==> config.mk <==
export PLATFORM = sky130hd
export DESIGN_NAME = or_tree_pipe
export DESIGN_NICKNAME = d
export VERILOG_FILES = /design/src/rtl/or_tree_pipe.sv
export SDC_FILE = /design/constraint.sdc
export NUM_CORES = 1
export LEC_CHECK = 0
export BUFFER_PORTS_ARGS = -buffer_cell sky130_fd_sc_hd__buf_2
export CORE_ASPECT_RATIO = 1.2
export CORE_MARGIN = 2
export CORE_UTILIZATION = 54
export DETAILED_ROUTE_END_ITERATION = 10
export PLACE_DENSITY = 0.82
export SLEW_MARGIN = 20
export SYNTH_ARGS = -nofsm -noshare
export SYNTH_HDL_FRONTEND = slang
export SYNTH_SLANG_ARGS = --single-unit
==> constraint.sdc <==
create_clock -name clkpos -period 3.2 [get_ports clkpos]
set_clock_uncertainty 0.15 [all_clocks]
set_input_delay 0.32 -clock clkpos [delete_from_list [all_inputs] [get_ports clkpos]]
set_output_delay 0.32 -clock clkpos [all_outputs]
set_load 0.01 [all_outputs]
==> src/rtl/or_tree_pipe.sv <==
// rtl/or_tree_pipe.sv - elastic pipelined OR/NOR reduction tree, one result bit per lane
module or_tree_pipe #(
   parameter int WIDTH    = 4,
   parameter int CHANNELS = 1
) (
   input  logic                      clkpos,
   input  logic                      rstn,
   input  logic                      vdd,
   input  logic                      vss,
   input  logic                      in_valid,
   output logic                      in_ready,
   input  logic [CHANNELS*WIDTH-1:0] in_data,
   input  logic                      in_inv,
   output logic                      out_valid,
   input  logic                      out_ready,
   output logic [CHANNELS-1:0]       out_data,
   output logic [15:0]               tok_cnt
);
   // Pipeline depth follows from the operand width; derived, never overridden.
   localparam int LEVELS = $clog2(WIDTH);

   // Number of partial ORs per lane held at tree level k (level 0 is the raw input).
   function automatic int lvl_bits(input int k);
      return (WIDTH + (1 << k) - 1) >> k;
   endfunction

   // Bit offset of level k inside the flattened level bus.
   function automatic int lvl_off(input int k);
      int s;
      s = 0;
      for (int i = 0; i < k; i++) begin
         s += CHANNELS * lvl_bits(i);
      end
      return s;
   endfunction

   localparam int TOT = lvl_off(LEVELS) + CHANNELS;

   // All tree levels side by side; each stage reads the slice of the level before it.
   logic [TOT-1:0]    lvl_data;
   logic [LEVELS:0]   lvl_vld;
   logic [LEVELS:0]   lvl_inv;
   // lvl_acc[k]: stage k can take a token on the coming edge (empty or emptying).
   logic [LEVELS:1]   lvl_acc;
   logic              pg;
   logic [15:0]       tok_cnt_q;

   assign pg = vdd & ~vss;

   assign lvl_data[CHANNELS*WIDTH-1:0] = in_data;
   assign lvl_vld[0]                   = in_valid;
   assign lvl_inv[0]                   = in_inv;

   for (genvar k = 1; k <= LEVELS; k++) begin : gen_stage
      localparam int NI   = lvl_bits(k - 1);
      localparam int NO   = lvl_bits(k);
      localparam int OFSI = lvl_off(k - 1);
      localparam int OFSO = lvl_off(k);

      logic [CHANNELS*NI-1:0] src;
      logic [CHANNELS*NO-1:0] data_d;
      logic [CHANNELS*NO-1:0] data_q;
      logic                   vld_q;
      logic                   inv_q;

      assign src = lvl_data[OFSI +: CHANNELS*NI];

      // Pairwise OR of the previous level; an unpaired top bit passes straight through.
      always_comb begin
         data_d = '0;
         for (int c = 0; c < CHANNELS; c++) begin
            for (int j = 0; j < NO; j++) begin
               if (2*j + 1 < NI) begin
                  data_d[c*NO + j] = src[c*NI + 2*j] | src[c*NI + 2*j + 1];
               end else begin
                  data_d[c*NO + j] = src[c*NI + 2*j];
               end
            end
         end
      end

      // Stage register: flush on power loss, otherwise load whenever this slot frees up.
      always_ff @(posedge clkpos or negedge rstn) begin
         if (!rstn) begin
            vld_q  <= 1'b0;
            inv_q  <= 1'b0;
            data_q <= '0;
         end else if (!pg) begin
            vld_q <= 1'b0;
         end else if (lvl_acc[k]) begin
            vld_q <= lvl_vld[k-1];
            if (lvl_vld[k-1]) begin
               data_q <= data_d;
               inv_q  <= lvl_inv[k-1];
            end
         end
      end

      assign lvl_data[OFSO +: CHANNELS*NO] = data_q;
      assign lvl_vld[k]                    = vld_q;
      assign lvl_inv[k]                    = inv_q;

      if (k == LEVELS) begin : gen_last
         assign lvl_acc[k] = ~vld_q | out_ready;
      end else begin : gen_mid
         assign lvl_acc[k] = ~vld_q | lvl_acc[k+1];
      end
   end

   // Ready ripples back combinationally so a full pipe still streams at one token per cycle.
   assign in_ready  = rstn & pg & lvl_acc[1];
   assign out_valid = pg & lvl_vld[LEVELS];
   assign out_data  = lvl_data[lvl_off(LEVELS) +: CHANNELS] ^ {CHANNELS{lvl_inv[LEVELS]}};

   // Delivered-token counter; wraps naturally at 16 bits.
   always_ff @(posedge clkpos or negedge rstn) begin
      if (!rstn) begin
         tok_cnt_q <= 16'd0;
      end else if (out_valid && out_ready) begin
         tok_cnt_q <= tok_cnt_q + 16'd1;
      end
   end

   assign tok_cnt = tok_cnt_q;

endmodule

==> results of run 1 <==
logic make-up after synthesis:
family	count (synthesis)	share of synthesized area (%)
adder cells (fa/ha/maj)	1	1.182
flip-flops	23	54.37
multiplexers	5	5.083
AND/OR/NAND/NOR	43	22.58
buffers and inverters	7	2.600
XOR/XNOR	16	13.24
AO/OA/AOI/OAI	2	0.9447
worst paths after layout:
| check | start | end | depth (start not counted) | slack (ps) |
|---|---|---|---|---|
| worst max-delay path | rstn | in_ready | 4 | 1110 |
| max in group asynchronous | rstn | tok_cnt[6] | 2 | 2210 |
| worst min register to register | tok_cnt[8] | tok_cnt[8] | 1 | 330 |
| worst min-delay path | in_valid | gen_stage[1].vld_q | 3 | 100 |
| worst max register to register | tok_cnt[0] | tok_cnt[12] | 5 | 1180 |
| min in group asynchronous | rstn | tok_cnt[1] | 2 | 360 |
cell type report:
type | count | area, sq um | area share, %
flip-flops and latches | 23 | 575.6 | 46.00
multi-input cells | 67 | 455.4 | 36.40
repair buffers | 30 | 155.1 | 12.40
clock buffers | 4 | 26.28 | 2.100
well taps | 19 | 23.77 | 1.900
inverters | 4 | 15.01 | 1.200
power breakdown:
part / internal [mW] / leakage [nW] / total (mW) / switching, mW
registers: 0.307 / 0.302 / 0.320 / 0.0126
logic: 0.0274 / 0.330 / 0.0553 / 0.0279
clock network: 0.0486 / 0.0150 / 0.128 / 0.0797
cell usage in the layout (no fill, tap or decap), types with 2 or more instances in the layout:
| cell | instances |
|---|---|
| nand2_1 | 12 |
| inv_1 | 4 |
| nor2_1 | 8 |
| and3_1 | 4 |
| xnor2_1 | 10 |
| dfrtp_1 | 23 |
| clkbuf_4 | 3 |
| nor3_2 | 2 |
| mux2i_1 | 2 |
| xor2_1 | 6 |
| nor4_1 | 3 |
| nand4_1 | 5 |
| buf_2 | 29 |
| mux2_2 | 3 |
sequential cells by signal, summed over array words and instances, names as in the netlist:
signal / cells
gen_stage.vld_q: 2
gen_stage.data_q: 3
tok_cnt: 16
gen_stage.inv_q: 2
Yosys cell counts:
cell      instances  share of area [%]
clkbuf_1          2               0.71
mux2_2            3                3.2
or4_1             1               0.71
nand4_1           5                3.0
dfrtp_1          23                 54
nand2b_2          1               0.83
nor3_2            2                1.9
and2_1            1               0.59
or3b_1            1               0.83
o21ai_0           1               0.47
and2b_2           1               0.83
nand3b_1          1               0.71
inv_1             4                1.4
xnor2_1          10                8.3
nor2b_1           1               0.59
xor2_1            6                5.0
nand3_2           1               0.95
a21oi_1           1               0.47
buf_2             1               0.47
nor4_1            3                1.8
nand3_1           1               0.47
mux2i_1           2                1.9
ha_1              1                1.2
nand2_1          12                4.3
nor2_1            8                2.8
and3_1            4                2.4
worst max-delay path, stage by stage:
cell and delay [ps]:
dlygate4sd3_1 520, buf_2 430, and3_1 230, buf_2 120
repair_timing:
item,CTS,global route
resized for setup,0,0
hold endpoints to repair,23,0
hold buffers,1,0
metrics by stage:
stage	area, sq um	hold WS (ps)	power (mW)
final	1251	102.7	0.5035
after global routing	1251	95.58	0.5333
after CTS	1251	95.35	0.5094
after detailed placement	1215	170.5	0.3817
after global placement	1215	162.7	0.3774
after floorplan	1059	-125.6	0.3534
per-layer routing:
metal	global-route usage, %	wire [microns]	vias to the layer above	share of wire (%)
met1	21.22	822	375	43
met5	0	0	-	0
li1	-	-	388	-
met4	10.61	39	0	2.0
met2	35.05	990	19	52
met3	2.069	66	4	3.4
==> flow_summary.json, run 1 <==
{
  "grt_usage_pct": 19.21,
  "hold_viol_final": 0,
  "setup_violations": 0,
  "grt_pass1_wl_mm": 3.208,
  "vias_per_cell": 5.347,
  "die_area_sq_um": 2332,
  "ant_nets": 0,
  "postCtsSetupBuffers": 0,
  "ys_seq_area_share_pct": 54.37,
  "place_inst": 142,
  "overflow": 0,
  "slew_headroom_pct": 66.36,
  "drc": 0,
  "cts_buffer_depth": 2,
  "critPathLaunchType": "input port",
  "cp.required_ps": 2730,
  "clkTransAtPathRegs_ps": 110,
  "num_antenna_cells": 0,
  "fill_cells": 156,
  "critPathKind": "input port to primary output",
  "gp_congestion": 0.7654,
  "wl_per_cell_microns": 13.05,
  "via_count": 786,
  "die_w_microns": 44.42,
  "hold_path.class": "input port to flop",
  "final_util_pct": 67.61,
  "drive_gt1_share_pct": 31.25,
  "ir_drop_uv": 288.3,
  "max_clock_freq_ghz": 0.4775,
  "finalCriticalPeriod_ps": 2094,
  "core_sq_um": 1851,
  "drtIter0Drc": 8,
  "instances_no_fill": 147,
  "arrival_ps": 1620,
  "dp_hpwl_mm": 1.509,
  "root_buffer": "clkbuf_4",
  "die_y_microns": 52.50,
  "crit_fanout": 24,
  "start_util_pct": 57.20,
  "dr.pass1.iters": 3,
  "ys_ff_latch": 23,
  "cts_num_sinks": 23,
  "numPortBuffers": 29,
  "maxCapViolCount": 0,
  "setup_tns_ps": 0,
  "io_pins": 30,
  "insertion_delay_ps": 300,
  "period_share_pct": 65.45,
  "yosys_warnings": 0,
  "grt_max_degree": 25,
  "h-tree-depth": 1,
  "grt_pass1_vias": 764,
  "synth_fp_nets": 109,
  "endpoint_kind": "primary output",
  "cts_made_buffers": 3,
  "synth_cell_types": 26,
  "rows": 17,
  "dp_slack_ps": 1198,
  "cts_tree": "done",
  "drt-total-wl_mm": 1.919,
  "run_status": "complete, no violations",
  "syn_area_per_cell_sq_um": 10.91,
  "leakage_nw": 0.6462,
  "postSynthCellCount": 97,
  "worst_slack_ps": 1106,
  "area.growth.synth_to_final_pct": 18.20,
  "slew_viol_final": 0,
  "tightest_slew_ps": 504.6,
  "finalNetCount": 141,
  "syn_area_sq_um": 1059,
  "power_density_nw_per_um2": 402.4,
  "antenna_found_initial": 0,
  "rsz0062_at_grt": "no"
}
(Power assumes the default switching activity.)
==> inputs of run 2 (changes only) <==
- CORE_UTILIZATION: 54 -> 50
- PLACE_DENSITY: 0.82 -> 0.77
- clock period: 3.2 -> 2 ns (I/O delays scaled with it)
==> flow_summary.json, run 2 (synthesis results as in run 1) <==
{
  "die_area_sq_um": 2502,
  "finalCriticalPeriod_ps": 1847,
  "drtIter0Drc": 5,
  "drt-total-wl_mm": 2.132,
  "ant_nets": 0,
  "rsz0062_at_grt": "no",
  "die_y_microns": 54.40,
  "critPathLaunchType": "flop",
  "cts_made_buffers": 3,
  "io_pins": 30,
  "final_common_cell": "buf_2",
  "setup_tns_ps": 0,
  "wl_per_cell_microns": 13.49,
  "numPortBuffers": 29,
  "cts_num_sinks": 23,
  "hold_slack_ps": 59.18,
  "via_count": 844,
  "grt_pass1_wl_mm": 3.401,
  "antenna_found_initial": 0,
  "overflow": 0,
  "run_status": "complete, no violations",
  "vias_per_cell": 5.342,
  "num_antenna_cells": 0,
  "slew_headroom_pct": 64.04,
  "multiInputGateArea_sq_um": 461.7,
  "grt_pass1_vias": 850,
  "core_sq_um": 2027,
  "grt_max_degree": 24,
  "critPathKind": "flop to flop",
  "h-tree-depth": 1,
  "hold_path.class": "input port to flop",
  "place_area_sq_um": 1246,
  "power_density_nw_per_um2": 620.6,
  "cts_buffer_depth": 2,
  "setup_violations": 0,
  "insertion_delay_ps": 320,
  "tightest_slew_ps": 534.4,
  "dp_hpwl_mm": 1.560,
  "instances_no_fill": 158,
  "worst_slack_ps": 152.8,
  "arrival_ps": 1960,
  "seq_area_sq_um": 575.6,
  "drc": 0,
  "dr.pass1.iters": 4,
  "period_share_pct": 92.36,
  "postCtsSetupBuffers": 0,
  "root_buffer": "clkbuf_4",
  "final_cell_mix": "buf_2, dfrtp_1, nand2_1",
  "crit_fanout": 5,
  "endpoint_kind": "flop",
  "hold_viol_final": 0,
  "finalNetCount": 151,
  "final_area_sq_um": 1350,
  "leakage_nw": 0.6964,
  "slew_viol_final": 0,
  "die_w_microns": 46,
  "gp_congestion": 0.7163,
  "start_util_pct": 52.22,
  "area.growth.synth_to_final_pct": 27.54,
  "clkTransAtPathRegs_ps": 130,
  "drive_gt1_share_pct": 33.33,
  "min_path_cells": 4,
  "fill_cells": 169,
  "grt_usage_pct": 19.78,
  "place_inst": 147,
  "fin_total_pwr_uw": 837.9,
  "rows": 18,
  "maxCapViolCount": 0,
  "final_util_pct": 66.60,
  "dp_slack_ps": 138.3,
  "reg2reg_depth": 5,
  "max_clock_freq_ghz": 0.5414,
  "ir_drop_uv": 369.4,
  "largest_reg_flops": 16,
  "cts_tree": "done",
  "cp.required_ps": 2110
}
-- run 2: worst paths after layout --
check                                  from                  to  slack (ps)
min in group asynchronous              rstn  gen_stage[2].inv_q         240
max in group asynchronous              rstn         tok_cnt[15]        1230
worst min-delay path              out_ready  gen_stage[2].vld_q          60
worst max register to register   tok_cnt[0]         tok_cnt[12]         150
worst min register to register  tok_cnt[15]         tok_cnt[15]         330
worst max-delay path             tok_cnt[0]         tok_cnt[12]         150
-- run 2: metal layers --
metal  vias up  share of wire, %  global-route usage, %
met4         0               2.1                  10.95
met5         -                 0                      0
met2        26                50                  34.72
met1       408                44                  21.67
met3         5               4.5                  4.290
li1        405                 -                      -
-- run 2: worst max-delay path, stage by stage, from the launching register on --
cell,delay (ps)
dfrtp_1,380
ha_1,200
inv_1,40
or4_1,650
nor3_2,220
xor2_1,160
-- run 2: cell type report --
type                    instances  area share (%)
inverters                       4           1.112
multi-input cells              67           34.20
clock buffers                   3           1.668
repair buffers                 40           18.17
well taps                      20           1.854
flip-flops and latches         23           42.63
clock inverters                 1          0.3707
-- run 2: timing repair --
action | CTS | global route
endpoints found under the hold margin | 27 | 1
resized for setup | 0 | 1
setup endpoints to repair | 0 | 1
hold buffers | 6 | 1
-- run 2: power breakdown --
part / internal [mW] / total (mW) / switching (mW)
sequential: 0.492 / 0.508 / 0.0161
combinational: 0.0581 / 0.112 / 0.0536
clock: 0.0750 / 0.218 / 0.143
total: 0.625 / 0.838 / 0.213
==> inputs of run 3 (changes only) <==
- PLACE_DENSITY: 0.77 -> 0.86
==> flow_summary.json, run 3 (synthesis results as in run 1) <==
{
  "gp_congestion": 0.8018,
  "worst_slack_ps": 151.5,
  "slew_viol_final": 0,
  "insertion_delay_ps": 300,
  "die_y_microns": 54.40,
  "grt_max_degree": 24,
  "h-tree-depth": 1,
  "r2r-end": "tok_cnt[12]",
  "cp-startpoint": "tok_cnt[1]",
  "rrSetupSlack_ps": 150,
  "grt_usage_pct": 18.19,
  "hold_viol_final": 0,
  "cts_resized": 0,
  "drtIter0Drc": 10,
  "cp.required_ps": 2090,
  "die_w_microns": 46,
  "fin_total_pwr_uw": 818.4,
  "tightest_slew_ps": 404.6,
  "start_util_pct": 52.22,
  "switching_share_pct": 23.98,
  "drive_gt1_share_pct": 32.84,
  "drc": 0,
  "endpoint_kind": "flop",
  "seq_area_sq_um": 575.6,
  "crit_end": "tok_cnt[12]",
  "p_seq_share_pct": 62.0,
  "met3_usage_pct": 3.960,
  "ant_nets": 0,
  "slew_headroom_pct": 72.78,
  "cts_made_buffers": 3,
  "finalCriticalPeriod_ps": 1849,
  "dr.pass1.iters": 4,
  "power_switching_uw": 196.3,
  "num_antenna_cells": 0,
  "cts_num_sinks": 23,
  "intPower_uw": 622.2,
  "root_buffer": "clkbuf_4",
  "met2_usage_pct": 32.87,
  "arrival_ps": 1940,
  "cts_tree": "done",
  "maxCapViolCount": 0,
  "critPathKind": "flop to flop",
  "hold_slack_ps": 18.35,
  "period_share_pct": 92.43,
  "drt-total-wl_mm": 1.982,
  "die_area_sq_um": 2502,
  "core_sq_um": 2027,
  "largest_reg_flops": 16,
  "finalNetCount": 147,
  "via_count": 804,
  "power_density_nw_per_um2": 628.4,
  "ir_drop_uv": 382.4,
  "numPortBuffers": 29,
  "clkTransAtPathRegs_ps": 120,
  "dp_slack_ps": 167.0,
  "overflow": 0,
  "dp_hpwl_mm": 1.526,
  "fill_cells": 162,
  "max_clock_freq_ghz": 0.5410,
  "run_status": "complete, no violations",
  "combPwrFrac_pct": 12.6,
  "leakage_nw": 0.6755,
  "grt_pass1_vias": 781,
  "grt_pass1_wl_mm": 3.215,
  "setup_tns_ps": 0,
  "multiInputGateArea_sq_um": 455.4,
  "met1_usage_pct": 20.34,
  "pwr-share-clk_pct": 25.4,
  "rsz0062_at_grt": "no",
  "antenna_found_initial": 0,
  "final_common_cell": "buf_2",
  "io_pins": 30,
  "crit_fanout": 5,
  "hold_path.class": "input port to flop",
  "cts_buffer_depth": 2,
  "reg2reg_depth": 5,
  "vias_per_cell": 5.221,
  "wl_per_cell_microns": 12.87,
  "rows": 18,
  "area.growth.synth_to_final_pct": 23.05,
  "critPathLaunchType": "flop",
  "gr-max-usage-layer": "met2",
  "cts_hold_buffers": 3,
  "setup_violations": 0,
  "crit-reg2reg-launch": "tok_cnt[1]",
  "final_cell_mix": "buf_2, dfrtp_1, nand2_1",
  "postCtsSetupBuffers": 0
}
==> run 3: changes by cell type in the layout (fill, tap and decap cells not counted), sizes merged <==
cell         previous run  this run
dlygate4sd3             7         3
clkbuf                  3         4
clkinv                  1         0
==> run 3: worst max-delay path, cell delays in order (launching register included) <==
cell and delay [ps]:
dfrtp_1 370, ha_1 190, inv_1 50, or4_1 650, nor3_2 210, xor2_1 150
==> run 3: through the flow <==
step | area (sq um) | util, % | instances
3_5_place_dp | 1246 | 61.48 | 147
3_3_place_gp | 1246 | 61.48 | 147
5_1_grt | 1303 | 64.26 | 154
2_1_floorplan | 1059 | - | 97
4_1_cts | 1303 | 64.26 | 154
6_report | 1303 | 64.26 | 154
==> run 3: metal layers <==
metal  vias up  share of wire (%)  wire length (microns)
met4         0                1.4                     28
met3         4                4.8                     96
met1       382                 41                    806
met2        25                 53                   1050
li1        393                  -                      -
met5         -                  0                      0
==> run 3: how the worst min path moves through the flow <==
stage | to | slack, ps | start | cells past startpoint
6_report | gen_stage[1].data_q[1] | 20 | in_data[2] | 3
5_1_grt | gen_stage[1].data_q[1] | 30 | in_data[2] | 3
3_3_place_gp | tok_cnt[4] | 50 | rstn | 2
2_1_floorplan | gen_stage[1].data_q[0] | -250 | rstn | 0
3_5_place_dp | gen_stage[1].vld_q | 60 | rstn | 2
4_1_cts | gen_stage[1].data_q[0] | 30 | in_data[0] | 3
==> run 3: layout make-up <==
class / count / area share [%]
clock buffers: 4 / 2.017
inverters: 4 / 1.153
multi-input cells: 67 / 34.97
flip-flops and latches: 23 / 44.19
well taps: 20 / 1.921
repair buffers: 36 / 15.75
==> run 3: power groups by stage <==
| stage | registers [mW] | logic [mW] | clock network [mW] |
|---|---|---|---|
| 6_report | 0.507 | 0.103 | 0.208 |
| 5_1_grt | 0.510 | 0.117 | 0.237 |
| 4_1_cts | 0.508 | 0.105 | 0.214 |
| 3_5_place_dp | 0.517 | 0.100 | 0 |
| 3_3_place_gp | 0.514 | 0.0968 | 0 |
| 2_1_floorplan | 0.519 | 0.0459 | 0 |
